[src/rtl/regfile_pkg.sv]
// Shared definitions for the register-file read path.
// Contents: register select codes (8-bit halves AL..BH, 16-bit regs AX..DI),
// default select/data widths, and the read arbiter state encoding.
package regfile_pkg;

  localparam int RF_SW = 4;
  localparam int RF_DW = 16;

  localparam logic [RF_SW-1:0] REG_AL = 4'd0;
  localparam logic [RF_SW-1:0] REG_CL = 4'd1;
  localparam logic [RF_SW-1:0] REG_DL = 4'd2;
  localparam logic [RF_SW-1:0] REG_BL = 4'd3;
  localparam logic [RF_SW-1:0] REG_AH = 4'd4;
  localparam logic [RF_SW-1:0] REG_CH = 4'd5;
  localparam logic [RF_SW-1:0] REG_DH = 4'd6;
  localparam logic [RF_SW-1:0] REG_BH = 4'd7;
  localparam logic [RF_SW-1:0] REG_AX = 4'd8;
  localparam logic [RF_SW-1:0] REG_CX = 4'd9;
  localparam logic [RF_SW-1:0] REG_DX = 4'd10;
  localparam logic [RF_SW-1:0] REG_BX = 4'd11;
  localparam logic [RF_SW-1:0] REG_SP = 4'd12;
  localparam logic [RF_SW-1:0] REG_BP = 4'd13;
  localparam logic [RF_SW-1:0] REG_SI = 4'd14;
  localparam logic [RF_SW-1:0] REG_DI = 4'd15;

  typedef enum logic [1:0] {
    IDLE   = 2'd0,
    ACTIVE = 2'd1,
    FROZEN = 2'd2
  } state_t;

endpackage

[src/rtl/regfile_read_arbiter_if.sv]
// Bus between the read arbiter and its environment.
//   REQ/REQ_SEL/HOLD : requester side inputs (per-requester request + select code, freeze)
//   GNT              : one-hot grant back to requesters
//   MUX_SEL/MUX_OUT  : select code to, and data from, the 16:1 register read mux
//   RDATA/RVALID/RID : returned read data tagged with requester index
//   BUSY             : grant or return in flight
// slave = arbiter side, master = environment side.
interface regfile_read_arbiter_if
  import regfile_pkg::*;
#(
  parameter int N_REQ = 4,
  parameter int IDW   = 2,
  parameter int DW    = RF_DW,
  parameter int SW    = RF_SW
) ();
  logic [N_REQ-1:0]    REQ;
  logic [N_REQ*SW-1:0] REQ_SEL;
  logic                HOLD;
  logic [N_REQ-1:0]    GNT;
  logic [SW-1:0]       MUX_SEL;
  logic [DW-1:0]       MUX_OUT;
  logic [DW-1:0]       RDATA;
  logic                RVALID;
  logic [IDW-1:0]      RID;
  logic                BUSY;

  modport slave (
    input  REQ, REQ_SEL, HOLD, MUX_OUT,
    output GNT, MUX_SEL, RDATA, RVALID, RID, BUSY
  );

  modport master (
    output REQ, REQ_SEL, HOLD, MUX_OUT,
    input  GNT, MUX_SEL, RDATA, RVALID, RID, BUSY
  );
endinterface

[src/rtl/rr_arbiter.sv]
// Combinational round-robin pick.
//   elig   : eligible requester vector
//   ptr    : index where the search starts (ascending, wrapping)
//   winner : first eligible index at or after ptr
//   any    : at least one requester eligible
module rr_arbiter
  import regfile_pkg::*;
#(
  parameter int N_REQ = 4,
  parameter int IDW   = 2
) (
  input  logic [N_REQ-1:0] elig,
  input  logic [IDW-1:0]   ptr,
  output logic [IDW-1:0]   winner,
  output logic             any
);
  localparam int PW = $clog2(N_REQ);

  logic [PW-1:0] idx;

  always_comb begin
    winner = '0;
    any    = 1'b0;
    idx    = '0;
    for (int i = 0; i < N_REQ; i++) begin
      idx = PW'((int'(ptr) + i) % N_REQ);
      if (!any && elig[idx]) begin
        any    = 1'b1;
        winner = IDW'(idx);
      end
    end
  end
endmodule

[src/rtl/regfile_read_arbiter.sv]
// Round-robin sharing of the single register-file read port.
//   CLK/RST : clock, asynchronous active-high reset
//   bus     : requester handshake, read-mux select/data, tagged read return
// Two-stage pipeline: grant edge registers GNT/MUX_SEL/owner, the next edge
// captures MUX_OUT into RDATA with RVALID. One read per cycle in aggregate.
module regfile_read_arbiter
  import regfile_pkg::*;
#(
  parameter int N_REQ = 4,
  parameter int IDW   = 2,
  parameter int DW    = RF_DW,
  parameter int SW    = RF_SW
) (
  input logic                   CLK,
  input logic                   RST,
  regfile_read_arbiter_if.slave bus
);
  logic [N_REQ-1:0] elig;
  logic [IDW-1:0]   winner;
  logic             any;
  logic             grant;
  logic             vld_p1;

  logic [N_REQ-1:0] gnt_p1_q, gnt_p1_d;
  logic [SW-1:0]    mux_sel_p1_q, mux_sel_p1_d;
  logic [IDW-1:0]   gid_p1_q, gid_p1_d;
  logic [IDW-1:0]   ptr_q, ptr_d;
  logic             vld_p2_q, vld_p2_d;
  logic [DW-1:0]    rdata_p2_q, rdata_p2_d;
  logic [IDW-1:0]   rid_p2_q, rid_p2_d;
  state_t           state_q, state_d;

  // Last cycle's grantee is masked so a still-high REQ is not re-granted back to back.
  assign elig = bus.REQ & ~gnt_p1_q;

  rr_arbiter #(.N_REQ(N_REQ), .IDW(IDW)) u_rr (
    .elig   (elig),
    .ptr    (ptr_q),
    .winner (winner),
    .any    (any)
  );

  assign grant  = any & ~bus.HOLD;
  assign vld_p1 = |gnt_p1_q;

  always_comb begin
    // stage p1: grant, mux select, owner tag, pointer advance
    gnt_p1_d     = grant ? (N_REQ'(1) << winner) : '0;
    mux_sel_p1_d = grant ? bus.REQ_SEL[int'(winner)*SW +: SW] : mux_sel_p1_q;
    gid_p1_d     = grant ? winner : gid_p1_q;
    ptr_d        = ptr_q;
    if (grant) begin
      ptr_d = (int'(winner) == N_REQ-1) ? '0 : winner + IDW'(1);
    end

    // stage p2: capture mux output while MUX_SEL is driving it
    vld_p2_d   = vld_p1;
    rdata_p2_d = vld_p1 ? bus.MUX_OUT : rdata_p2_q;
    rid_p2_d   = vld_p1 ? gid_p1_q : rid_p2_q;

    // State follows next-cycle pipeline occupancy so BUSY lines up with GNT/RVALID.
    state_d = state_q;
    case (state_q)
      IDLE: begin
        if (grant)         state_d = ACTIVE;
        else if (bus.HOLD) state_d = FROZEN;
      end
      ACTIVE: begin
        if (!grant && !vld_p1) state_d = bus.HOLD ? FROZEN : IDLE;
      end
      FROZEN: begin
        if (!bus.HOLD) state_d = grant ? ACTIVE : IDLE;
      end
      default: state_d = IDLE;
    endcase
  end

  always_ff @(posedge CLK or posedge RST) begin
    if (RST) begin
      gnt_p1_q     <= '0;
      mux_sel_p1_q <= '0;
      gid_p1_q     <= '0;
      ptr_q        <= '0;
      vld_p2_q     <= 1'b0;
      rdata_p2_q   <= '0;
      rid_p2_q     <= '0;
      state_q      <= IDLE;
    end else begin
      gnt_p1_q     <= gnt_p1_d;
      mux_sel_p1_q <= mux_sel_p1_d;
      gid_p1_q     <= gid_p1_d;
      ptr_q        <= ptr_d;
      vld_p2_q     <= vld_p2_d;
      rdata_p2_q   <= rdata_p2_d;
      rid_p2_q     <= rid_p2_d;
      state_q      <= state_d;
    end
  end

  assign bus.GNT     = gnt_p1_q;
  assign bus.MUX_SEL = mux_sel_p1_q;
  assign bus.RDATA   = rdata_p2_q;
  assign bus.RVALID  = vld_p2_q;
  assign bus.RID     = rid_p2_q;
  assign bus.BUSY    = (state_q == ACTIVE);
endmodule

[src/flat_wrapper.sv]
// flat-port wrapper written by rule: the top's interface ports become plain ports
module regfile_read_arbiter_flat import regfile_pkg::*;
#(
  parameter int N_REQ = 4,
  parameter int IDW   = 2,
  parameter int DW    = RF_DW,
  parameter int SW    = RF_SW
)
  (CLK, RST, bus_REQ, bus_REQ_SEL, bus_HOLD, bus_MUX_OUT, bus_GNT, bus_MUX_SEL, bus_RDATA, bus_RVALID, bus_RID, bus_BUSY);
  regfile_read_arbiter_if #(.N_REQ(N_REQ), .IDW(IDW), .DW(DW), .SW(SW)) bus_i ();
  input logic CLK;
  input logic RST;
  input wire logic [$bits(bus_i.REQ)-1:0] bus_REQ;
  input wire logic [$bits(bus_i.REQ_SEL)-1:0] bus_REQ_SEL;
  input wire logic [$bits(bus_i.HOLD)-1:0] bus_HOLD;
  input wire logic [$bits(bus_i.MUX_OUT)-1:0] bus_MUX_OUT;
  output wire logic [$bits(bus_i.GNT)-1:0] bus_GNT;
  output wire logic [$bits(bus_i.MUX_SEL)-1:0] bus_MUX_SEL;
  output wire logic [$bits(bus_i.RDATA)-1:0] bus_RDATA;
  output wire logic [$bits(bus_i.RVALID)-1:0] bus_RVALID;
  output wire logic [$bits(bus_i.RID)-1:0] bus_RID;
  output wire logic [$bits(bus_i.BUSY)-1:0] bus_BUSY;
  assign bus_i.REQ = bus_REQ;
  assign bus_i.REQ_SEL = bus_REQ_SEL;
  assign bus_i.HOLD = bus_HOLD;
  assign bus_i.MUX_OUT = bus_MUX_OUT;
  assign bus_GNT = bus_i.GNT;
  assign bus_MUX_SEL = bus_i.MUX_SEL;
  assign bus_RDATA = bus_i.RDATA;
  assign bus_RVALID = bus_i.RVALID;
  assign bus_RID = bus_i.RID;
  assign bus_BUSY = bus_i.BUSY;
  regfile_read_arbiter #(.N_REQ(N_REQ), .IDW(IDW), .DW(DW), .SW(SW)) u_core (.CLK(CLK), .RST(RST), .bus(bus_i));
endmodule
[config.mk]
export PLATFORM = sky130hd
export DESIGN_NAME = regfile_read_arbiter_flat
export DESIGN_NICKNAME = d
export VERILOG_FILES = /design/src/rtl/regfile_pkg.sv /design/src/rtl/regfile_read_arbiter_if.sv /design/src/rtl/rr_arbiter.sv /design/src/rtl/regfile_read_arbiter.sv /design/src/flat_wrapper.sv
export SDC_FILE = /design/constraint.sdc
export NUM_CORES = 1
export LEC_CHECK = 0
export BUFFER_PORTS_ARGS = -buffer_cell sky130_fd_sc_hd__buf_2
export CORE_MARGIN = 2
export CORE_UTILIZATION = 35
export CTS_BUF_LIST = sky130_fd_sc_hd__clkbuf_8
export DETAILED_ROUTE_END_ITERATION = 8
export SLEW_MARGIN = 20
export SYNTH_ARGS = -nofsm -noshare
export SYNTH_HDL_FRONTEND = slang
export SYNTH_HIERARCHICAL = 1
export SYNTH_SLANG_ARGS = --single-unit
[constraint.sdc]
create_clock -name CLK -period 2.4 [get_ports CLK]
set_input_delay 0.48 -clock CLK [delete_from_list [all_inputs] [get_ports CLK]]
set_output_delay 0.48 -clock CLK [all_outputs]
set_load 0.01 [all_outputs]
Word-level counts from Yosys, hierarchy flattened:

Index checks and enable logic that the tools add are counted.

* output and inout bits: 28
* register bits: 33
* input port bits: 39
* word-level logic and storage cells: 65

* eq/ne operators: 6
* $add $sub $neg: 4
* reductions and logical operators: 12
* shifts and indexed selects: 2
* bitwise operators: 4
* $lt $le $gt $ge: 4
* muxes and demuxes: 25

Operator list (number)
* 2-bit two-way mux: 10
* 16-bit by 5-bit indexed part select with 4-bit output: 1
* 2-bit by 3-bit < comparator with 1-bit output (second input constant): 4
* 1-bit two-way mux: 9
* 1-bit binary-select mux with 2-bit select: 4
* 2-bit one-hot mux with 3 select lines: 1
* 1-bit zero test: 5
* 2-bit by 1-bit adder with 2-bit output (second input constant): 2
* 2-bit adder (second input constant): 2
* 4-bit AND: 1
* 2-bit by 1-bit == test with 1-bit output (second input constant): 2
* 1-bit logical AND: 4
* 4-bit two-way mux: 1
* 4-bit inverter: 1
* 4-bit OR reduction: 1
* 1-bit by 2-bit left shift with 4-bit output (first input constant): 1
* 3-bit by 2-bit != test with 1-bit output (second input constant): 1
* 3-bit AND reduction: 1
* 2-bit == test (second input constant): 1
* 2-bit zero test: 1
* 2-bit by 1-bit != test with 1-bit output (second input constant): 1
* 2-bit != test (second input constant): 1
* 1-bit AND: 1
* 1-bit inverter: 1

Logic depth before layout (Yosys ltp):

Gate-level depths: netlist (run 1).

* word-level depth: 19
* gate-level depth with buffers: 9
* mapped depth without buffers: 8

By module:

Netlist (run 1), hierarchy kept.

Modules (own cells, without submodules)
* regfile_read_arbiter: cells each 142, area an instance 1417.6 µm², times used 1
* rr_arbiter: cells each 15, area an instance 77.6 µm², times used 1

Worst setup path before layout (run 1):

OpenSTA, ideal clock, no wires.

* kind: in2reg
* start: in bus_REQ[1]
* end: reg u_core.mux_sel_p1_q[0] (netlist: u_core/bus.MUX_SEL[0])
* stages on the path: 8
* path slack: 0.182 ns
* buffers on the path: 1
* data arrival time: 2.101 ns
* required time: 2.283 ns
* path through: nor2b_1 inv_1 a221o_1 a21oi_1 buf_2 mux4_2 nand2_1 nand2_1

* cells in the longest elaborated chain, start to end: 14

Ends and longest elaborated chain
* start: declaration: RTL line flat_wrapper.sv:13 `input wire logic [$bits(bus_i.REQ)-1:0] bus_REQ;`
* 4-bit AND (*): RTL line regfile_read_arbiter.sv:34 `assign elig = bus.REQ & ~gnt_p1_q;`
* 1-bit binary-select mux with 2-bit select: RTL line rr_arbiter.sv:27 `if (!any && elig[idx]) begin`
* 1-bit two-way mux (implied by the code): RTL line rr_arbiter.sv:27
* 1-bit two-way mux: RTL line rr_arbiter.sv:27
* 1-bit zero test: RTL line rr_arbiter.sv:27
* 1-bit logical AND: RTL line rr_arbiter.sv:27
* 1-bit two-way mux: RTL line rr_arbiter.sv:27
* 1-bit zero test: RTL line rr_arbiter.sv:27
* 1-bit logical AND: RTL line rr_arbiter.sv:27
* 1-bit two-way mux: RTL line rr_arbiter.sv:27
* 1-bit zero test: RTL line rr_arbiter.sv:27
* 1-bit logical AND: RTL line rr_arbiter.sv:27
* 2-bit two-way mux (*): RTL line rr_arbiter.sv:27
* via u_core.winner[0]: RTL line regfile_read_arbiter.sv:19 `logic [IDW-1:0] winner;`
* 16-bit by 5-bit indexed part select with 4-bit output (*): RTL line regfile_read_arbiter.sv:49 `mux_sel_p1_d = grant ? bus.REQ_SEL[int'(winner)*SW +: SW] : mux_sel_p1_q;`
* end signal: assignment: RTL line regfile_read_arbiter.sv:90 `mux_sel_p1_q <= mux_sel_p1_d;`
* end: declaration: RTL line regfile_read_arbiter.sv:25 `logic [SW-1:0] mux_sel_p1_q, mux_sel_p1_d;`

Mark *: on every way through the listed nets, which the timed path passes. The rest lies on a longest branch. The select of a mux whose other input is x is not followed.
A chain may end at the register's enable or synchronous reset.

Worst setup path after layout (run 1):

* start: reg u_core.gnt_p1_q[1] (netlist: u_core/bus.GNT[1])
* end: reg u_core.mux_sel_p1_q[0] (netlist: u_core/bus.MUX_SEL[0])

* cells in the longest elaborated chain, start to end: 15

Ends and longest elaborated chain
* start: declaration: RTL line regfile_read_arbiter.sv:24 `logic [N_REQ-1:0] gnt_p1_q, gnt_p1_d;`
* start signal: assignment: RTL line regfile_read_arbiter.sv:89 `gnt_p1_q <= gnt_p1_d;`
* 4-bit inverter (*): RTL line regfile_read_arbiter.sv:34
* 4-bit AND (*): RTL line regfile_read_arbiter.sv:34
* via u_core.elig[1]: RTL line regfile_read_arbiter.sv:18 `logic [N_REQ-1:0] elig;`
* 1-bit binary-select mux with 2-bit select: RTL line rr_arbiter.sv:27
* 1-bit two-way mux (implied by the code): RTL line rr_arbiter.sv:27
* 1-bit two-way mux: RTL line rr_arbiter.sv:27
* 1-bit zero test: RTL line rr_arbiter.sv:27
* 1-bit logical AND: RTL line rr_arbiter.sv:27
* 1-bit two-way mux: RTL line rr_arbiter.sv:27
* 1-bit zero test: RTL line rr_arbiter.sv:27
* 1-bit logical AND: RTL line rr_arbiter.sv:27
* 1-bit two-way mux: RTL line rr_arbiter.sv:27
* 1-bit zero test: RTL line rr_arbiter.sv:27
* 1-bit logical AND: RTL line rr_arbiter.sv:27
* 2-bit two-way mux (*): RTL line rr_arbiter.sv:27
* via u_core.winner[0]: RTL line regfile_read_arbiter.sv:19
* 16-bit by 5-bit indexed part select with 4-bit output (*): RTL line regfile_read_arbiter.sv:49

Marks and branches as above.

==> results.txt, run 1 <==
r2r startpoint: u_core/bus.GNT[1]
Root Driver: clkbuf_8
Reg2Reg Depth: 8
TritonCTS Buffers: 5
capture instance of the worst register-to-register path: u_core/bus.MUX_SEL[0]
Net Sw Frac: 39.6%
Slew Viols, Final: 0
overall routed net length: 3.17 mm
Critical Path RT: 2.57 ns
Synth Area in Adders: 3.35%
final period utilization: 90.2%
Critical Setup Path Class: reg -> reg
largest family of logic cells by synthesized area: simple AND/OR/NAND/NOR gates
synthesized area per cell: 9.52 um2
Synthesized Nets: 200
share of layout cells above drive strength 1: 36.5%
synthesized area: 1500 um2
startpoint types: flip-flop
Max Cap Viol: 0
DRT iter0 DRCs: 36
Synth top cells by count: nand2_1 (72), dfrtp_1 (33), inv_1 (7)
routed length per instance: 11.3 um
Residual DRC: 0
status: finished, final reports clean
DRT antenna net count: 0
Min Hold Slack: 0.271 ns
unrepaired setup endpoints after global routing: no
largest net degree at the start of global routing: 34
Post-CTS Setup Bufs: 0
critical path fanouts, max: 8
Post-Place Worst Slack: 0.120 ns
Area growth syn-to-layout: 31.9%
share of power burned in registers: 39.3%
num rows: 23
Core ar.: 4060 um2
minimum clock period: 2.17 ns
DR vias: 1257
power share of the clock group: 15.3%
Synth Area in Compound Gates: 5.36%
slew margin rel.: 72.9%
IO buf count: 66
post-cts hold buffer count: 0
deepest clock path buffer count: 2
Final Net Count: 272
busiest grt layer: met2
total negative setup slack: 0 ns
die width: 69.4 um
final hold vios: 0
mux cell area share after synthesis: 6.03%
critical path arrival: 2.34 ns
Gate power share: 45.4%
die area: 4810 um2
Finish-stage setup viols: 0
gr usage total: 13.9%
Resize count post-CTS: 0
Internal Power: 1.48 mW
io pins: 67
Synth Register Bits: 33
Die H: 69.4 um
global-route wire length before repair: 5.31 mm
slew of the pin with the lowest slew margin: 0.406 ns
area leader, netlist: dfrtp_1
Reg clk slew, reported paths: 0.06 ns
initial antenna violation count: 0
GRT met2 Usage: 21.9%
reg2reg setup slack: 0.23 ns
CP endpoint kind: flip-flop
Worst-Skew Late Latency: 0.28 ns
maximum vdd drop: 0.000382 V
Initial Util: 36.8%
Syn Inst Count: 157
CTS tree: yes
Synth cell types: 21
Leakage: 1.13 nW
HP Class: in -> async
met1 Use GR: 17.0%
Antenna Cells: 0
synth warn: 6
ys flop type: dfrtp_1
most common cell in the netlist: nand2_1
Pre-antenna DRT Iters: 4
vias in the first global route: 1222
met3 Track Usage GR: 5.38%
Post-DP HPWL: 2.35 mm
total grt overflow: 0
Synth Area in XOR/XNOR: 0%
overall power: 2.46 mW
Synth area leaders: dfrtp_1 (55%), nand2_1 (18%), mux4_2 (6.0%), ha_1 (3.3%), nor2b_1 (2.5%)
worst setup margin: 0.235 ns
worst clock skew: 0.00508 ns
Cell Pwr Density: 1250 nW/um2
Psw: 0.973 mW
number of flops mapped to enable cells by yosys: 0
Synth top area share: 55.2%
fmax: 462 MHz
Final GP Congestion: 0.848
htree depth: 2
DR vias/cell: 4.49
FFs w/ async S/R, synth: 100%
sequential-to-total area share from yosys stat: 55.2%
synthesized-area fraction occupied by and/or/nand/nor cells: 25.5%
Clock Sinks: 33
-- how the worst max path moves through the flow --
stage,from,endpoint,slack [ns],cells after the start
final,u_core/bus.GNT[1],u_core/bus.MUX_SEL[0],0.23,8
after global routing,u_core/bus.GNT[1],u_core/bus.MUX_SEL[0],0.1,8
after CTS,u_core/bus.GNT[1],u_core/bus.MUX_SEL[0],0.24,8
after detailed placement,bus_REQ[1],u_core/bus.MUX_SEL[0],0.12,9
after global placement,bus_REQ[1],u_core/bus.MUX_SEL[1],0.15,9
after floorplan,bus_REQ[1],u_core/bus.MUX_SEL[0],0.18,8
-- registers in the layout, indices dropped and copies added, names as in the netlist --
signal / count
u_core/bus.RID: 2
u_core/bus.RDATA: 16
u_core/bus.MUX_SEL: 4
u_core/bus.RVALID: 1
u_core/state_q: 2
u_core/bus.GNT: 4
u_core/ptr_q: 2
u_core/gid_p1_q: 2
-- metal layers --
metal,vias to the layer above,wire length [um]
li1,637,-
met1,562,1370
met2,49,1490
met3,9,249
met4,0,63
met5,-,0
-- placed cells by master (no fill, tap or decap) --
cell type / Yosys / final
o31ai_1: 1 / 1
nor4_4: 1 / 1
ha_1: 4 / 4
o21ai_0: 4 / 4
and2_1: 5 / 5
nand3_1: 1 / 1
inv_2: 2 / 2
a21oi_2: 1 / 1
clkbuf_8: 0 / 5
mux4_2: 4 / 4
buf_2: 3 / 66
a221o_1: 1 / 1
nand2b_1: 2 / 2
buf_4: 0 / 5
nand2_1: 72 / 72
nor2_1: 1 / 1
a21oi_1: 5 / 5
o221ai_1: 1 / 1
nor2b_1: 6 / 6
inv_1: 7 / 10
dfrtp_1: 33 / 33
-- cell type report --
cell class	count	area, um2
Multi-Input combinational cell	109	602
Inverter	9	33.8
Timing Repair Buffer	71	368
Fill cell	389	2090
Clock buffer	5	68.8
Tap cell	50	62.6
Sequential cell	33	826
Clock inverter	3	11.3
-- worst max-delay path, cell delays in order, from the launching register on --
cell     delay, ns
dfrtp_1       0.42
nor2b_1       0.22
inv_1         0.09
a221o_1       0.35
a21oi_1       0.15
buf_4         0.20
mux4_2        0.51
nand2_1       0.08
nand2_1       0.05
-- metrics by stage --
step | cells | cell area (um2) | utilization, %
CTS | 280 | 1970 | 48.6
floorplan | 157 | 1500 | -
global placement | 272 | 1890 | 46.6
global route | 280 | 1970 | 48.6
finish | 280 | 1970 | 48.6
detailed placement | 272 | 1890 | 46.6
-- kinds of logic after synthesis --
kind of cell / count (synthesis)
compound gates: 13
buf+inv: 15
fa+ha+maj: 4
flops: 33
simple gates: 88
mux: 4
-- power groups by stage --
stage	Sequential, mW	Combinational (mW)	Clock, mW
after floorplan	1.06	0.656	0
after global placement	0.978	1.11	0
after detailed placement	0.977	1.14	0
after CTS	0.968	1.14	0.393
after global routing	0.999	1.27	0.421
final	0.965	1.12	0.375
No activity file was read; power rests on OpenSTA's default activity.
==> run 2, diff against run 1 <==
REMOVE_ABC_BUFFERS = 1   (was default)
==> results.txt, run 2 (synthesis results as in run 1) <==
CTS tree: yes
Final GP Congestion: 0.753
largest net degree at the start of global routing: 34
HP Class: in -> async
highest metal layer with signal wires: met4
routed wl met2: 1.43 mm
most frequent cells in the layout: nand2_1 (72), buf_2 (66), dfrtp_1 (33)
final hold vios: 0
deepest clock path buffer count: 2
CP cell instances: nor2b_1, inv_1, a221o_1, a21oi_1, buf_4, mux4_2, nand2_1, nand2_1
max FFs per register: 16
r2r startpoint: u_core/bus.GNT[1]
unrepaired setup endpoints after global routing: no
commonest non-fill, non-tap cell in the layout: nand2_1
fmax: 469 MHz
Reg clk slew, reported paths: 0.06 ns
DRT iter0 DRCs: 60
DRT antenna net count: 0
total negative setup slack: 0 ns
Leakage: 1.11 nW
minimum clock period: 2.13 ns
capture instance of the worst register-to-register path: u_core/bus.MUX_SEL[3]
TritonCTS Buffers: 5
Area growth syn-to-layout: 31.5%
share of layout cells above drive strength 1: 37.3%
worst clock skew: 0.00268 ns
overall routed net length: 3.21 mm
overall power: 2.45 mW
DR WL met3: 283 um
fillers: 384
CP Buf/Inv Count: 2
Placed Instances: 272
num rows: 23
Initial Util: 36.8%
Residual DRC: 0
io pins: 67
final period utilization: 88.8%
Pre-antenna DRT Iters: 4
Antenna Cells: 0
DR vias: 1273
Reg2Reg Depth: 8
routed length per instance: 11.6 um
Resize count post-CTS: 0
htree depth: 2
Slew Viols, Final: 0
initial antenna violation count: 0
CP most frequent cell: nand2_1
Critical Setup Path Class: reg -> reg
Clock Sinks: 33
Core ar.: 4060 um2
slew margin rel.: 73.0%
startpoint types: flip-flop
gr usage total: 14.2%
die width: 69.4 um
critical path fanouts, max: 8
Cell Pwr Density: 1250 nW/um2
Post-CTS Setup Bufs: 0
IO buf count: 66
status: finished, final reports clean
final std cells w/o fill: 278
vias in the first global route: 1194
Die H: 69.4 um
Finish-stage setup viols: 0
Top delay family on crit path: multiplexers
Worst-Skew Late Latency: 0.27 ns
DR vias/cell: 4.58
Root Driver: clkbuf_8
total grt overflow: 0
reg2reg setup slack: 0.27 ns
CP endpoint kind: flip-flop
critical path arrival: 2.30 ns
Largest stage delay, worst path: 0.51 ns
Critical Path RT: 2.57 ns
worst setup margin: 0.270 ns
M1 wire length: 1.44 mm
slew of the pin with the lowest slew margin: 0.405 ns
highest-delay cell along the critical path: mux4_2
post-cts hold buffer count: 0
Final Net Count: 272
Min Hold Slack: 0.282 ns
Post-Place Worst Slack: 0.139 ns
global-route wire length before repair: 5.45 mm
Post-DP HPWL: 2.44 mm
die area: 4810 um2
maximum vdd drop: 0.000496 V
Max Cap Viol: 0
==> run 2: worst min-delay path, cell delays in order <==
cell,delay [ns]
buf_2,0.09
inv_1,0.04
buf_4,0.36
==> run 2: area by class of cell <==
type | instances | area (um2) | share of cell area [%]
flip-flops and latches | 33 | 826 | 42.0
multi-input cells | 109 | 602 | 30.6
well taps | 50 | 62.6 | 3.18
clock inverters | 1 | 5.00 | 0.255
clock buffers | 5 | 68.8 | 3.50
inverters | 9 | 33.8 | 1.72
repair buffers | 71 | 368 | 18.7
==> run 2: worst max-delay path by stage <==
| stage | slack (ns) | endpoint | start | cells after the start |
|---|---|---|---|---|
| global route | 0.13 | u_core/bus.MUX_SEL[1] | u_core/bus.GNT[1] | 8 |
| floorplan | -0.03 | u_core/bus.MUX_SEL[0] | bus_REQ[1] | 7 |
| finish | 0.27 | u_core/bus.MUX_SEL[3] | u_core/bus.GNT[1] | 8 |
| detailed placement | 0.14 | u_core/bus.MUX_SEL[3] | bus_REQ[1] | 9 |
| CTS | 0.27 | u_core/bus.MUX_SEL[3] | u_core/bus.GNT[1] | 8 |
| global placement | 0.17 | u_core/bus.MUX_SEL[1] | bus_REQ[1] | 9 |
==> run 2: stage by stage <==
| step | instance area (um2) | util, % |
|---|---|---|
| after floorplan | 1460 | - |
| after global placement | 1890 | 46.6 |
| after detailed placement | 1890 | 46.6 |
| after CTS | 1970 | 48.4 |
| after global routing | 1970 | 48.4 |
| final | 1970 | 48.4 |
==> run 2: metal layers <==
metal / vias up / GRT usage [%]
met1: 570 / 18.4
met5: - / 0
met3: 8 / 5.23
li1: 633 / -
met4: 0 / 5.01
met2: 62 / 21.8
==> run 2: report_power, final <==
group          leakage (nW)  internal (mW)  switching, mW  total, mW
logic                 0.664          0.474          0.644       1.12
clock network        0.0399          0.190          0.171      0.361
registers             0.410          0.815          0.159      0.973
